File: src/rtl/instr_feeder_pkg.sv
`default_nettype none
// ============================================================================
// Module  : instr_feeder_pkg
// Brief   : Shared constants, FSM state codes and default program table for
//           instr_feeder / feeder_mem.
// Rev     : 1.0  initial release
// ============================================================================
package instr_feeder_pkg;

    localparam logic [15:0] HALT_WORD = 16'hFFFF;
    localparam logic [2:0]  OPC_MVI   = 3'b001;
    localparam int          OPC_MSB   = 8;
    localparam int          OPC_LSB   = 6;

    localparam logic [2:0] ST_IDLE  = 3'd0;
    localparam logic [2:0] ST_ISSUE = 3'd1;
    localparam logic [2:0] ST_IMM   = 3'd2;
    localparam logic [2:0] ST_WAIT  = 3'd3;
    localparam logic [2:0] ST_HALT  = 3'd4;

    // Word 1 is an immediate on the first pass, but becomes the halt
    // instruction once the mvi at word 31 swallows word 0 after the wrap.
    function automatic logic [15:0] default_prog(input logic [31:0] addr);
        logic [15:0] w;
        case (addr)
            32'd0:   w = 16'h0040;
            32'd1:   w = 16'hFFFF;
            32'd2:   w = 16'h0080;
            32'd3:   w = 16'h0040;
            32'd4:   w = 16'h1234;
            32'd31:  w = 16'h0040;
            default: w = 16'h0000;
        endcase
        return w;
    endfunction

endpackage
`default_nettype wire

File: src/rtl/instr_feeder_mem.sv
`default_nettype none
// ============================================================================
// Module  : feeder_mem
// Brief   : DEPTH x 16 program memory, combinational read. With FEEDER_LOAD_EN
//           defined it is a writable RAM, otherwise a constant ROM.
// Rev     : 1.0  initial release
// ============================================================================
module feeder_mem
    import instr_feeder_pkg::*;
#(
    parameter int DEPTH = 32
) (
`ifdef FEEDER_LOAD_EN
    input  logic                     clk_i,
    input  logic                     we_i,
    input  logic [$clog2(DEPTH)-1:0] waddr_i,
    input  logic [15:0]              wdata_i,
`endif
    input  logic [$clog2(DEPTH)-1:0] raddr_i,
    output logic [15:0]              rdata_o
);

`ifdef FEEDER_LOAD_EN
    // No reset on the array: reset must never disturb a loaded program.
    logic [15:0] mem_q [DEPTH];

    always_ff @(posedge clk_i) begin
        if (we_i) begin
            mem_q[waddr_i] <= wdata_i;
        end
    end

    always_comb begin
        rdata_o = mem_q[raddr_i];
    end
`else
    always_comb begin
        rdata_o = default_prog(32'(raddr_i));
    end
`endif

endmodule
`default_nettype wire

File: src/rtl/instr_feeder.sv
`default_nettype none
// ============================================================================
// Module  : instr_feeder
// Brief   : Issues program words to a processor with a Run/Done handshake;
//           mvi instructions are followed by their immediate word.
//           Optional load port enabled by macro FEEDER_LOAD_EN.
// Rev     : 1.0  initial release
// ============================================================================
module instr_feeder
    import instr_feeder_pkg::*;
#(
    parameter int DEPTH = 32
) (
    input  logic                     Clock,
    input  logic                     Resetn,
    input  logic                     Start,
    input  logic                     Done,
`ifdef FEEDER_LOAD_EN
    input  logic                     LdEn,
    input  logic [$clog2(DEPTH)-1:0] LdAddr,
    input  logic [15:0]              LdData,
`endif
    output logic [15:0]              DIN,
    output logic                     Run,
    output logic [$clog2(DEPTH)-1:0] PC,
    output logic                     Halted
);

    localparam int AW = $clog2(DEPTH);

    logic [2:0]    state_q, state_d;
    logic [AW-1:0] pc_q, pc_d;
    logic [15:0]   din_q, din_d;
    logic [15:0]   mem_word;
    logic [2:0]    opc;

    function automatic logic [AW-1:0] pc_inc(input logic [AW-1:0] pc);
        return (pc == AW'(DEPTH - 1)) ? '0 : pc + AW'(1);
    endfunction

`ifdef FEEDER_LOAD_EN
    logic mem_we;
    assign mem_we = LdEn && ((state_q == ST_IDLE) || (state_q == ST_HALT));

    feeder_mem #(.DEPTH(DEPTH)) u_mem (
        .clk_i   (Clock),
        .we_i    (mem_we),
        .waddr_i (LdAddr),
        .wdata_i (LdData),
        .raddr_i (pc_q),
        .rdata_o (mem_word)
    );
`else
    feeder_mem #(.DEPTH(DEPTH)) u_mem (
        .raddr_i (pc_q),
        .rdata_o (mem_word)
    );
`endif

    assign opc = mem_word[OPC_MSB:OPC_LSB];

    always_comb begin
        state_d = state_q;
        pc_d    = pc_q;
        din_d   = din_q;
        Run     = 1'b0;
        DIN     = 16'h0000;
        case (state_q)
            ST_IDLE: begin
                if (Start) begin
                    state_d = ST_ISSUE;
                end
            end
            ST_ISSUE: begin
                if (mem_word == HALT_WORD) begin
                    state_d = ST_HALT;
                end else begin
                    Run     = 1'b1;
                    DIN     = mem_word;
                    din_d   = mem_word;
                    pc_d    = pc_inc(pc_q);
                    state_d = (opc == OPC_MVI) ? ST_IMM : ST_WAIT;
                end
            end
            ST_IMM: begin
                DIN     = mem_word;
                din_d   = mem_word;
                pc_d    = pc_inc(pc_q);
                state_d = ST_WAIT;
            end
            ST_WAIT: begin
                DIN = din_q;
                if (Done) begin
                    state_d = ST_ISSUE;
                end
            end
            ST_HALT: begin
                if (Start) begin
                    pc_d    = '0;
                    state_d = ST_ISSUE;
                end
            end
            default: begin
                state_d = ST_IDLE;
            end
        endcase
    end

    always_ff @(posedge Clock or negedge Resetn) begin
        if (!Resetn) begin
            state_q <= ST_IDLE;
            pc_q    <= '0;
            din_q   <= 16'h0000;
        end else begin
            state_q <= state_d;
            pc_q    <= pc_d;
            din_q   <= din_d;
        end
    end

    assign PC     = pc_q;
    assign Halted = (state_q == ST_HALT);

endmodule
`default_nettype wire

File: config.mk
export PLATFORM = sky130hd
export DESIGN_NAME = instr_feeder
export DESIGN_NICKNAME = d
export VERILOG_FILES = /design/src/rtl/instr_feeder_pkg.sv /design/src/rtl/instr_feeder_mem.sv /design/src/rtl/instr_feeder.sv
export SDC_FILE = /design/constraint.sdc
export NUM_CORES = 1
export LEC_CHECK = 0
export ABC_AREA = 0
export CORE_MARGIN = 4
export CORE_UTILIZATION = 43
export DETAILED_ROUTE_END_ITERATION = 8
export PLACE_DENSITY_LB_ADDON = 0.1
export SYNTH_ARGS = -nofsm -noshare
export SYNTH_HDL_FRONTEND = slang
export SYNTH_SLANG_ARGS = --single-unit
export TNS_END_PERCENT = 10
File: constraint.sdc
create_clock -name Clock -period 2.39 [get_ports Clock]
set_clock_uncertainty 0.15 [all_clocks]
set_input_delay 0.239 -clock Clock [delete_from_list [all_inputs] [get_ports Clock]]
set_output_delay 0.239 -clock Clock [all_outputs]
set_load 0.05 [all_outputs]
==> impl_metrics.tcl <==
set metrics [dict create \
    critical_path.slowest_cell "or4bb_4" \
    cp-start-kind "flop" \
    ys_ff_latch 12 \
    htree_levels 1 \
    grt_use_total_pct 16.85 \
    cp.required_ps 2000 \
    final_layout_size_suffix_gt1_share_pct 38.71 \
    status "finished with violations" \
    seq_area_um2 305.3 \
    path_max_fanout 5 \
    syn_to_final_growth_pct 59.30 \
    routedWlPerCell_um 14.57 \
    synth_area_mm2 0.001036 \
    worstPathArrival_ps 2250 \
    grtUsageMet2_pct 29.36 \
    maxCapViolCount 0 \
    grt_use_met1_pct 21.02 \
    first_pass_iters 4 \
    slew_headroom_pct 60.15 \
    rows 17 \
    start_util_pct 45.95 \
    period_minus_slack_ps 2635 \
    critical_path_class "reg2out" \
    vias 1003 \
    synth_top_cell_by_area "dfrtp_1" \
    synthTopCellsByArea "dfrtp_1 29%, buf_4 8.7%, ha_1 6.0%, a21oi_1 4.3%, nor2_1 4.0%" \
    critPathMaxStageDelay_ps 500 \
    place.port_buffers 26 \
    period_share_pct 110.3 \
    synth_top_area_share_pct 28.99 \
    met3_usage_pct 2.489 \
    hold_violations 0 \
    synth_top_flop_cell "dfrtp_1" \
    root_buffer "clkbuf_4" \
    grt_overflow 0 \
    grt_setup_unrepaired "true" \
    dieArea_mm2 0.003259 \
    synthCells 124 \
    antenna_cells 0 \
    core_area_mm2 0.002255 \
    drt_iter0_markers 21 \
    worst_slew_pin_slew_ps 595.9 \
    pin_count 27 \
    grt_start_max_net_pins 22 \
    gp_congestion 0.7762 \
    cts_num_sinks 12 \
    final_cell_mix "19 x buf_12, 18 x buf_4, 10 x nor2_1" \
    antenna_found_initial 0 \
    clk_latency_ps 290 \
    die_w_um 57.09 \
    syn_avg_cell_area_um2 8.355 \
    synth-edff-count 0 \
    clkTransAtPathRegs_ps 90 \
    hpwlAfterDp_um 2038 \
    setup_violations 16 \
    grt_pass1_vias 966 \
    top_usage_layer "met2" \
    multi_input_area_um2 656.9 \
    place_inst 173 \
    drc_errors 0 \
    drv_slew 0 \
    cp_cell_sequence "inv_4, ha_4, or4bb_4, nand2_4, a21oi_4, a2111oi_4, buf_12, buf_12" \
    layout_commonest_cell "buf_12" \
    vias_per_cell 5.481 \
    hold_path.class "in2async" \
    die_y_um 57.09 \
    max_freq_mhz 379.5 \
    grt_pass1_wl_um 4450 \
    fin_nets 165 \
    synthArstFlopShare_pct 100.0 \
    wl_um 2666 \
    final.setup.worst_slack_ps -245.3 \
    postRouteAntennaNets 0 \
    cts_buffer_depth 2 \
    cts_buffers 3 \
    endpoint_kind "output pin" \
    dpl_worst_slack_ps 4.292 \
    yosys_warnings 0 \
    instances_no_fill 183 \
    cts_tree "done" \
    cpMostUsedCell "buf_12" \
    syn_nets 133 \
    violations "negative setup slack" \
    ys_seq_area_share_pct 28.99 \
    yosysUniqueCellTypes 43 \
    fillers 181 \
]
## final timing paths
| path | startpoint | to | slack (ps) | depth (start not counted) |
|---|---|---|---|---|
| max | PC[1] | DIN[12] | -250 | 8 |
| min | Resetn | PC[3] | 170 | 1 |
| max reg2reg | PC[1] | PC[2] | 280 | 8 |
| min reg2reg | din_q[6] | din_q[6] | 400 | 2 |
| max in group asynchronous | Resetn | PC[4] | 1490 | 1 |
| min in group Clock | din_q[6] | din_q[6] | 400 | 2 |
## layer usage
metal  share of wire [%]  vias up
met5                   0        -
met4                 1.1        0
met3                 5.1        6
met2                  50       33
met1                  44      472
li1                    -      492
## flip-flops by register name (all words and copies together), names as in the netlist
| signal | flops |
|---|---|
| PC | 5 |
| din_q | 4 |
| state_q | 3 |
## through the flow
stage	setup TNS (ps)	util [%]	cell area (um2)	hold slack, ps
4_1_cts	-3715	73.20	1650	189.1
3_3_place_gp	0	68.87	1553	378.3
3_5_place_dp	0	68.87	1553	385.5
5_1_grt	-4810	73.20	1650	206.9
2_1_floorplan	-6845	-	1106	-206.6
6_report	-3429	73.20	1650	171.8
## timing repair
item                                    in CTS  in global routing
resized for setup                            6                  1
pin swaps                                    5                  1
hold buffers                                 0                  0
buffers inserted                             6                  0
endpoints found under the setup margin      17                 17
## cells by family after synthesis
group	synth area share [%]
flops	28.99
fa+ha+maj	6.039
mux	0.9662
compound gates	20.17
xor+xnor	0.8456
buf+inv	14.73
simple gates	28.26
## cells in the mapped netlist, types with 2 or more instances
library cell,n
dfrtp_1,12
inv_1,6
o22ai_1,2
o21ai_0,8
and2_1,3
nor2_1,11
a211o_1,2
nor3b_1,3
nor3_1,2
nand2_1,7
nand2b_1,6
buf_4,12
buf_2,3
ha_1,5
a21oi_1,9
nand3_1,6
## critical path: cells and delay by family (launching register included)
kind	cells	cell delay, ps
compound gates	2	390
fa+ha+maj	1	130
buf+inv	3	390
flops	1	430
simple gates	2	600
## area by class of cell
class	count	share of cell area, %
timing repair buffer	45	36.09
tap	28	2.123
clock buffer	4	1.592
multi-input combinational	87	39.80
sequential	12	18.50
inverter	7	1.895
Power is left out: the tool's default activity adds up to more than one toggle a clock period on the data nets, which glitch-free logic cannot reach.
